`config.mk`:
```
export PLATFORM = sky130hd
export DESIGN_NAME = seq_1111_tx
export DESIGN_NICKNAME = d
export VERILOG_FILES = /design/src/rtl/seq_pkg.sv /design/src/rtl/seq_run_model.sv /design/src/rtl/seq_1111_tx.sv
export SDC_FILE = /design/constraint.sdc
export NUM_CORES = 1
export LEC_CHECK = 0
export BUFFER_PORTS_ARGS = -buffer_cell sky130_fd_sc_hd__buf_2
export CAP_MARGIN = 10
export CORE_MARGIN = 2
export CORE_UTILIZATION = 40
export CTS_CLUSTER_DIAMETER = 50
export DETAILED_ROUTE_END_ITERATION = 8
export PLACE_DENSITY_LB_ADDON = 0.08
export REMOVE_ABC_BUFFERS = 1
export SLEW_MARGIN = 20
export SYNTH_ARGS = -nofsm -noshare
export SYNTH_HDL_FRONTEND = slang
export SYNTH_SLANG_ARGS = --single-unit
```
`constraint.sdc`:
```
create_clock -name clk -period 4.3 [get_ports clk]
set_input_delay 0 -clock clk [delete_from_list [all_inputs] [get_ports clk]]
set_output_delay 0 -clock clk [all_outputs]
set_load 0.03 [all_outputs]
```
`src/rtl/seq_pkg.sv`:
```
// Shared definitions for the 1111 detector family: transmitter FSM states,
// the default run length and a counter-width helper.
package seq_pkg;

    typedef enum logic [1:0] {
        ST_IDLE  = 2'd0,
        ST_SHIFT = 2'd1,
        ST_DONE  = 2'd2
    } state_t;

    // Run length shared with the seq_1111 detector.
    localparam int RUN_DEFAULT = 4;

    // Bits needed to count 0..n-1, never less than one.
    function automatic int cnt_width(input int n);
        if (n <= 2) begin
            return 1;
        end else begin
            return $clog2(n);
        end
    endfunction

endpackage

```
`src/rtl/seq_run_model.sv`:
```
// Golden non-overlapping Mealy run detector. It tracks consecutive ones on a
// qualified serial stream and flags the bit that completes a run of RUN ones.
// After a hit the count restarts, so overlapping runs are not reported.
module seq_run_model
    import seq_pkg::*;
#(
    parameter int RUN = RUN_DEFAULT
) (
    input  logic clk,
    input  logic rst,
    input  logic clear,
    input  logic valid,
    input  logic bit_in,
    output logic z
);

    localparam int             CW   = cnt_width(RUN);
    localparam logic [CW-1:0]  LAST = CW'(RUN - 1);

    logic [CW-1:0] cnt_r;
    logic [CW-1:0] cnt_n_s;

    // Next ones count: clear on load, reset on a zero or a completed run.
    always_comb begin
        cnt_n_s = cnt_r;
        if (clear) begin
            cnt_n_s = '0;
        end else if (valid) begin
            if (!bit_in) begin
                cnt_n_s = '0;
            end else if (cnt_r == LAST) begin
                cnt_n_s = '0;
            end else begin
                cnt_n_s = cnt_r + CW'(1);
            end
        end else begin
            cnt_n_s = cnt_r;
        end
    end

    // Ones-counter register.
    always_ff @(posedge clk or negedge rst) begin
        if (!rst) begin
            cnt_r <= '0;
        end else begin
            cnt_r <= cnt_n_s;
        end
    end

    assign z = valid & bit_in & (cnt_r == LAST);

endmodule

```
`src/rtl/seq_1111_tx.sv`:
```
// Serial stimulus transmitter for the seq_1111 detector. A word accepted on
// load&ready is shifted out MSB-first repeat_in+1 times back to back, with
// z_exp marking each bit where the detector must fire.
module seq_1111_tx
    import seq_pkg::*;
#(
    parameter int WIDTH = 8,
    parameter int RUN   = RUN_DEFAULT,
    parameter int CNT_W = 4
) (
    input  logic             clk,
    input  logic             rst,
    input  logic [WIDTH-1:0] data_in,
    input  logic [CNT_W-1:0] repeat_in,
    input  logic             load,
    output logic             ready,
    output logic             x_out,
    output logic             x_valid,
    output logic             z_exp,
    output logic             done
);

    localparam int            BW       = cnt_width(WIDTH);
    localparam logic [BW-1:0] BIT_LAST = BW'(WIDTH - 1);

    state_t           state_r,  state_n_s;
    logic [WIDTH-1:0] shift_r,  shift_n_s;
    logic [WIDTH-1:0] hold_r,   hold_n_s;
    logic [BW-1:0]    bitcnt_r, bitcnt_n_s;
    logic [CNT_W-1:0] rpt_r,    rpt_n_s;
    logic             ones_clear_s;

    // Next-state and datapath updates for the transmit FSM.
    always_comb begin
        state_n_s    = state_r;
        shift_n_s    = shift_r;
        hold_n_s     = hold_r;
        bitcnt_n_s   = bitcnt_r;
        rpt_n_s      = rpt_r;
        ones_clear_s = 1'b0;
        case (state_r)
            ST_IDLE: begin
                if (load) begin
                    shift_n_s    = data_in;
                    hold_n_s     = data_in;
                    rpt_n_s      = repeat_in;
                    bitcnt_n_s   = BIT_LAST;
                    ones_clear_s = 1'b1;
                    state_n_s    = ST_SHIFT;
                end else begin
                    state_n_s    = ST_IDLE;
                end
            end
            ST_SHIFT: begin
                if (bitcnt_r == '0) begin
                    if (rpt_r == '0) begin
                        shift_n_s = shift_r << 1;
                        state_n_s = ST_DONE;
                    end else begin
                        // Reload with no gap bit; the ones count carries over.
                        shift_n_s  = hold_r;
                        bitcnt_n_s = BIT_LAST;
                        rpt_n_s    = rpt_r - CNT_W'(1);
                    end
                end else begin
                    shift_n_s  = shift_r << 1;
                    bitcnt_n_s = bitcnt_r - BW'(1);
                end
            end
            ST_DONE: begin
                state_n_s = ST_IDLE;
            end
            default: begin
                state_n_s = ST_IDLE;
            end
        endcase
    end

    // State and datapath registers.
    always_ff @(posedge clk or negedge rst) begin
        if (!rst) begin
            state_r  <= ST_IDLE;
            shift_r  <= '0;
            hold_r   <= '0;
            bitcnt_r <= '0;
            rpt_r    <= '0;
        end else begin
            state_r  <= state_n_s;
            shift_r  <= shift_n_s;
            hold_r   <= hold_n_s;
            bitcnt_r <= bitcnt_n_s;
            rpt_r    <= rpt_n_s;
        end
    end

    // Outputs decode the state register directly, so reset clears them at once.
    assign ready   = (state_r == ST_IDLE);
    assign x_valid = (state_r == ST_SHIFT);
    assign x_out   = x_valid & shift_r[WIDTH-1];
    assign done    = (state_r == ST_DONE);

    seq_run_model #(.RUN(RUN)) u_run (
        .clk    (clk),
        .rst    (rst),
        .clear  (ones_clear_s),
        .valid  (x_valid),
        .bit_in (x_out),
        .z      (z_exp)
    );

endmodule

```
==> results of run 1 <==
metal layers:
| metal | part of all wire | vias up | wire, µm | global-route usage |
|---|---|---|---|---|
| li1 | - | 541 | - | - |
| met1 | 0.47 | 524 | 1330 | 0.206 |
| met2 | 0.49 | 25 | 1390 | 0.286 |
| met3 | 0.035 | 4 | 100 | 0.0252 |
| met4 | 0.012 | 0 | 34 | 0.0500 |
| met5 | 0 | - | 0 | 0 |
sequential cells by signal, summed over array words and instances (netlist names):
name,cells
bitcnt_r,3
u_run.cnt_r,2
state_r,2
hold_r,8
rpt_r,4
shift_r,8
per-stage QoR:
step / hold slack (ns) / util
after floorplan: -0.296 / -
after global placement: 0.0509 / 0.451
after detailed placement: 0.0549 / 0.451
after CTS: 0.108 / 0.499
after global routing: 0.115 / 0.499
final: 0.118 / 0.499
where the power goes:
group / switching [µW] / leakage [µW] / internal [µW]
sequential: 80.5 / 0.000341 / 352
combinational: 187 / 0.000449 / 170
clock: 73.6 / 0.0000177 / 34.8
logic make-up (layout without fill, tap and decap cells):
kind of cell               Yosys count  after routing  synth area share
AOI/OAI and AO/OA                   35             35             0.212
adders and majority gates            4              4            0.0363
buffers and inverters               11             42            0.0427
DFF                                 27             27             0.490
muxes                                4              4            0.0291
and+or+nand+nor                     48             48             0.190
what timing repair did:
action | in CTS | in global routing
resized for setup | 0 | 0
hold buffers | 13 | 0
endpoints found under the setup margin | 0 | 0
endpoints found under the hold margin | 43 | 0
buffers inserted | 0 | 0
worst max-delay path, delay by kind of cell (launching register included):
family / cells / cell delay (ns)
AND/OR/NAND/NOR: 2 / 0.55
buffers and inverters: 2 / 0.38
flip-flops: 1 / 0.57
cell type report:
cell class / count / area share
inverters: 6 / 0.0136
flip-flops and latches: 27 / 0.409
clock buffers: 3 / 0.0136
well taps: 46 / 0.0348
repair buffers: 32 / 0.136
multi-input cells: 91 / 0.389
clock inverters: 1 / 0.00303
placed cells by master, fill, tap and decap left out, types with 2 or more instances in the layout:
master,synthesis,final
a21oi_1,5,5
a221o_1,10,10
a22o_1,7,7
and2_1,2,2
buf_2,2,19
clkbuf_4,0,3
dfrtp_1,27,27
dlygate4sd3_1,0,13
ha_1,4,4
inv_1,6,6
mux2i_1,4,4
nand2_1,25,25
nor2_1,5,5
nor2b_1,2,2
nor3b_1,4,4
nor4_1,2,2
o21ai_0,2,2
how the worst max path moves through the flow:
stage                     end         from  cells past startpoint  slack, ns
2_1_floorplan  u_run.cnt_r[1]   state_r[1]                      4       2.58
3_3_place_gp       shift_r[4]     rpt_r[0]                      5       2.44
3_5_place_dp       shift_r[0]  bitcnt_r[0]                      5       2.47
4_1_cts                 x_out   state_r[1]                      4       2.43
5_1_grt                 x_out   state_r[1]                      4       2.30
6_report                x_out   state_r[1]                      4       2.47
==> tab_implementation.tex, run 1 <==
\begin{tabular}{lr}
\hline
Metric & Value \\
\hline
\multicolumn{2}{l}{\textbf{Outcome}} \\
Run status & finished clean \\
\multicolumn{2}{l}{\textbf{Drt}} \\
Count of unresolved DRC violations after routing & 0 \\
Number of nets with antenna violations after detailed routing & 0 \\
Vias after detailed routing & between 1000 and 1500 \\
Avg Vias per Cell & 5.31 \\
Number of violations reported at the end of detailed-routing iteration 0 & 35 \\
Wirelength per Cell & 13.9 µm \\
WL final & 2.86 mm \\
Pre-antenna DRT Iters & 4 \\
\multicolumn{2}{l}{\textbf{Timing}} \\
Setup\_tns & 0 ns \\
Hold Vio Cnt, Final & 0 \\
Share of the cycle needed by the critical path after routing & 0.425 \\
Smallest setup slack after layout & 2.47 ns \\
Max frequency & 0.547 GHz \\
Worst Tran Pin Value & about 0.95 ns \\
RSZ-0062 raised after global routing & false \\
Clk\_skew & about 0.014 ns \\
Max-slew violation total from the final report & 0 \\
Max\_slew headroom & 0.366 \\
Final worst path period need & roughly 1.8 ns \\
Finish-stage setup viols & 0 \\
\multicolumn{2}{l}{\textbf{Die}} \\
Placement Rows & 21 \\
Die Y & 62.7 µm \\
Top-level port count & 20 \\
Die area & 3930 µm² \\
Area of the core & roughly 3300 µm² \\
Starting density of the core & 0.416 \\
X dimension of the die & roughly 63 µm \\
\multicolumn{2}{l}{\textbf{Setup path}} \\
Startpoint type of the worst setup path & register \\
Data required, critical path & 4.30 ns \\
Crit path max-delay cell type & dfrtp\_1 \\
Reg-to-Reg End & shift\_r[0] \\
Cells on worst reg2reg path & 5 \\
Arrival time at the worst endpoint & 1.83 ns \\
FF-to-FF setup slack & 2.48 ns \\
Start-to-end type of the worst setup path & register to primary output \\
CP cell instances & nand2b\_1 > inv\_1 > and2\_1 > buf\_2 \\
Delay of the slowest critical-path stage & 0.57 ns \\
Worst R2R Start & rpt\_r[0] \\
Critical path capture point type & primary output \\
Crit Path Max Fanout & 12 \\
\multicolumn{2}{l}{\textbf{Global routing}} \\
Pin count of the biggest net entering global routing & 28 \\
Number of antenna violations at the first check in global routing & 0 \\
Via count of the first global-routing pass & around 1100 \\
Global route overflow & 0 \\
Wire length of the first global-routing pass & 5.09 mm \\
GRT Overall Usage & 0.163 \\
\multicolumn{2}{l}{\textbf{Pwr}} \\
Worst IR Drop VDD & about 0.00021 V \\
Post-route total power & 898 µW \\
Power density over cell area & 544 nW/µm² \\
Standby leakage power & 0.000808 µW \\
\multicolumn{2}{l}{\textbf{Layout}} \\
Count of antenna diodes in the layout & 0 \\
Fraction of final layout cells sized beyond drive strength 1 & 0.175 \\
P\&R area growth vs syn & 19.9\% \\
Design Area, Final & around 1700 µm² \\
Multi-input gate area & $\sim$640 µm² \\
Final layout net count & 180 \\
Filler cell count & 325 \\
Flip-flop and latch area & 676 µm² \\
Final instance count without filler cells & 206 \\
\multicolumn{2}{l}{\textbf{Logic synthesis}} \\
Cell variety after synth & 36 \\
Share of Yosys cell area claimed by the top area cell type & 0.490 \\
Gate count of the mapped netlist & approximately 130 \\
Most common cell in the synthesized netlist & dfrtp\_1 \\
Fraction of the yosys area taken by sequential cells & 0.490 \\
Most common flop cell mapped by yosys & dfrtp\_1 \\
Fraction of registers with async set/reset & 1.00 \\
Most used standard cells in the synthesized netlist & dfrtp\_1 (27), nand2\_1 (25), a221o\_1 (10) \\
YS warnings & 0 \\
Top area cells in the synthesized netlist & dfrtp\_1 (49\%), a221o\_1 (7.3\%), nand2\_1 (6.8\%) \\
Number of enable-type register cells in the synthesized netlist & 0 \\
Largest area contributor in the netlist & dfrtp\_1 \\
Post-Syn Area & $\sim$1400 µm² \\
Post-synthesis area per instance & 10.7 µm² \\
Register bit count reported by yosys & 27 \\
\multicolumn{2}{l}{\textbf{Clock tree}} \\
Buffer levels on the longest clock path & 2 \\
TritonCTS sink count & 27 \\
Insertion delay to the later sink of the worst-skew pair & 0.32 ns \\
CTS clock-pin slew for the worst setup and hold paths & 0.15 ns \\
Root Buffer Master & clkbuf\_4 \\
Htree depth & 1 \\
TritonCTS clock tree & done \\
Clock buffers created by TritonCTS & 3 \\
\multicolumn{2}{l}{\textbf{Placed design}} \\
Post-placement cell count & 189 \\
Routability cong. & between 0.7 and 0.8 \\
Port Buffer Count & 19 \\
Post-Place Setup Slack & between 2 and 2.5 ns \\
Instance area at placement & 1490 µm² \\
HPWL after detailed placement & 2.03 mm \\
\multicolumn{2}{l}{\textbf{Worst hold path}} \\
Worst hold stages & 4 \\
Hold WC Path Type & input port to register \\
Endpoint with the worst hold slack & rpt\_r[0] \\
Start point of the worst hold path & load \\
\multicolumn{2}{l}{\textbf{Run}} \\
Maximum Capacitance Violations & 0 \\
\hline
\end{tabular}
No activity file was read; power rests on OpenSTA's default activity.
==> run 2, diff against run 1 <==
Clock period 4.3 ns to 1.9 ns, I/O delays scaled along.
==> run 2 against run 1 <==
- register-to-register slack got worse by 2.3 ns
- flip-flop and latch count did not move
- first-iteration DRC count rose by 20%
- clock-buffer cell count did not move
- routed wire length rose by 3.1%
- cell area rose by 2.7%
- die area did not move
- largest power group unchanged
- non-clock buffer count rose by 4
- global-route usage rose by 0.20 points
- sequential share of layout area fell by 0.94 points
- utilization rose by 1.4 points
- final cell count rose by 1.9%
==> tab_implementation.tex, run 2 (synthesized netlist as in run 1, its figures left out) <==
\begin{tabular}{lr}
\hline
Metric & Value \\
\hline
\multicolumn{2}{l}{\textbf{Layout}} \\
Filler cell count & 317 (-2.5\%) \\
Count of antenna diodes in the layout & 0 (unchanged) \\
P\&R area growth vs syn & 23.2\% \\
Fraction of final layout cells sized beyond drive strength 1 & 0.213 (+0.0384) \\
Final layout net count & 184 (+2.2\%) \\
Most frequent cells in the layout & nand2\_1 (25), dfrtp\_1 (25), buf\_2 (19), dlygate4sd3\_1 (13), a221o\_1 (10) \\
Leading registers by flop count & hold\_r x8, shift\_r x8, rpt\_r x4 \\
Final instance count without filler cells & 210 (+1.9\%) \\
\multicolumn{2}{l}{\textbf{Timing}} \\
Hold Slack & 0.123 ns (+0.00502 ns) \\
Max frequency & $\sim$0.57 GHz \\
Worst Tran Pin Value & 0.928 ns (-0.0218 ns) \\
RSZ-0062 raised after global routing & false \\
Clk\_skew & 0.00431 ns (-0.00965 ns) \\
Finish-stage setup viols & 0 (unchanged) \\
Share of the cycle needed by the critical path after routing & 0.923 \\
Hold Vio Cnt, Final & 0 (unchanged) \\
Final worst path period need & between 1.5 and 2 ns \\
Max\_slew headroom & 0.380 (+0.0146) \\
Max-slew violation total from the final report & 0 (unchanged) \\
Setup\_tns & 0 ns (unchanged) \\
\multicolumn{2}{l}{\textbf{Setup path}} \\
Crit Path Max Fanout & 8 (-4) \\
Arrival time at the worst endpoint & 1.98 ns (+0.15 ns) \\
Startpoint type of the worst setup path & register \\
CP cell instances & inv\_1 > ha\_1 > nor3b\_1 > nor2\_1 > buf\_4 > a221o\_1 \\
Count of buffering cells on the critical path with inverters included & 2 (unchanged) \\
Crit path max-delay cell type & dfrtp\_1 \\
Start-to-end type of the worst setup path & register to register \\
Delay of the slowest critical-path stage & 0.45 ns (-0.12 ns) \\
Data required, critical path & 2.13 ns (-2.17 ns) \\
Cells on worst reg2reg path & 6 (+1) \\
Critical path capture point type & register \\
Crit path depth & 6 (+2) \\
Cell family with most CP delay & flip-flops \\
\multicolumn{2}{l}{\textbf{Worst hold path}} \\
Worst hold stages & 4 (unchanged) \\
Hold WC Path Type & input port to register \\
\multicolumn{2}{l}{\textbf{Drt}} \\
WL final & 2.95 mm (+3.1\%) \\
Avg Vias per Cell & 5.35 (+0.70\%) \\
Count of unresolved DRC violations after routing & 0 (unchanged) \\
Wirelength per Cell & 14.0 µm (+1.1\%) \\
Pre-antenna DRT Iters & 4 (unchanged) \\
Vias after detailed routing & 1123 (+2.7\%) \\
Number of violations reported at the end of detailed-routing iteration 0 & 42 (+20\%) \\
Number of nets with antenna violations after detailed routing & 0 (unchanged) \\
\multicolumn{2}{l}{\textbf{Clock tree}} \\
Insertion delay to the later sink of the worst-skew pair & 0.33 ns (about the same) \\
Root Buffer Master & clkbuf\_4 \\
Buffer levels on the longest clock path & 2 (unchanged) \\
TritonCTS sink count & 27 (unchanged) \\
Clock buffers created by TritonCTS & 3 (unchanged) \\
CTS clock-pin slew for the worst setup and hold paths & 0.15 ns (about the same) \\
TritonCTS clock tree & done \\
Htree depth & 1 (unchanged) \\
\multicolumn{2}{l}{\textbf{Die}} \\
Die area & 3930 µm² (unchanged) \\
Area of the core & 3310 µm² (unchanged) \\
Placement Rows & 21 (unchanged) \\
X dimension of the die & 62.7 µm (unchanged) \\
Top-level port count & 20 (unchanged) \\
Starting density of the core & 0.416 (unchanged) \\
Die Y & 62.7 µm (unchanged) \\
\multicolumn{2}{l}{\textbf{Placed design}} \\
HPWL after detailed placement & 2.05 mm (+0.70\%) \\
Port Buffer Count & 19 (unchanged) \\
Routability cong. & 0.879 (+25\%) \\
Post-placement cell count & 193 (+2.1\%) \\
\multicolumn{2}{l}{\textbf{Global routing}} \\
Wire length of the first global-routing pass & 5.13 mm (+0.81\%) \\
GRT Overall Usage & 0.165 (+0.00199) \\
Via count of the first global-routing pass & 1122 (+2.7\%) \\
Number of antenna violations at the first check in global routing & 0 (unchanged) \\
Global route overflow & 0 (unchanged) \\
Pin count of the biggest net entering global routing & 28 (unchanged) \\
\multicolumn{2}{l}{\textbf{Pwr}} \\
Relative contribution of the clock network to total power & 0.122 (about the same) \\
Worst IR Drop VDD & 0.000487 V (+130\%) \\
NetSw & 802 µW (+140\%) \\
Standby leakage power & 0.000829 µW (+2.6\%) \\
Combinational Power Share & 0.410 (+0.012) \\
Power density over cell area & 1240 nW/µm² (+130\%) \\
Sw frac & 0.382 (+0.00299) \\
Internal Dissipation & 1300 µW (+130\%) \\
Reg power frac & 0.467 (-0.015) \\
Post-route total power & 2100 µW (+130\%) \\
\multicolumn{2}{l}{\textbf{Outcome}} \\
Run status & finished clean \\
\multicolumn{2}{l}{\textbf{Run}} \\
Maximum Capacitance Violations & 0 (unchanged) \\
\hline
\end{tabular}
[run 2: final cells by class]
type / count / area [µm²] / area share
sequential: 27 / 678 / 0.400
timing repair buffer: 36 / 268 / 0.158
clock inverter: 1 / 5.00 / 0.00295
inverter: 6 / 22.5 / 0.0133
clock buffer: 3 / 22.5 / 0.0133
tap: 46 / 57.6 / 0.0339
multi-input combinational: 91 / 643 / 0.379
[run 2: worst paths after layout]
check | slack (ns) | startpoint | endpoint
worst max-delay path | 0.15 | rpt_r[0] | shift_r[7]
worst min-delay path | 0.12 | load | rpt_r[0]
worst max register to register | 0.15 | rpt_r[0] | shift_r[7]
worst min register to register | 0.50 | hold_r[2] | hold_r[2]
max in group asynchronous | 1.27 | rst | state_r[0]
min in group asynchronous | 0.19 | rst | rpt_r[0]
[run 2: power by group through the flow]
stage | clock [µW] | sequential [µW] | combinational, µW
floorplan | 0 | 937 | 633
global placement | 0 | 991 | 830
detailed placement | 0 | 984 | 849
CTS | 266 | 975 | 870
global route | 294 | 1010 | 974
finish | 257 | 979 | 861
[run 2: per-stage QoR]
stage	util	worst slack, ns	area, µm²
2_1_floorplan	-	0.180	1340
3_3_place_gp	0.464	0.226	1540
3_5_place_dp	0.464	0.195	1540
4_1_cts	0.512	0.0328	1690
5_1_grt	0.512	0.0158	1700
6_report	0.512	0.147	1700
[run 2: worst reg2reg max path, cell delays in order (launching register included)]
cell and delay, ns:
dfrtp_1 0.45, inv_1 0.07, ha_1 0.20, nor3b_1 0.30, nor2_1 0.11, buf_4 0.18
a221o_1 0.35
[run 2: timing repair]
item,CTS,global route
setup buffers,0,0
endpoints found under the setup margin,0,2
endpoints found under the hold margin,45,0
gates resized for setup,0,3
hold buffers,13,0
[run 2: routing by layer]
layer	vias up	GRT usage	share of wire
met5	-	0	0
met1	536	0.208	0.46
met3	6	0.0432	0.049
met4	0	0.0389	0.012
li1	545	-	-
met2	36	0.284	0.48
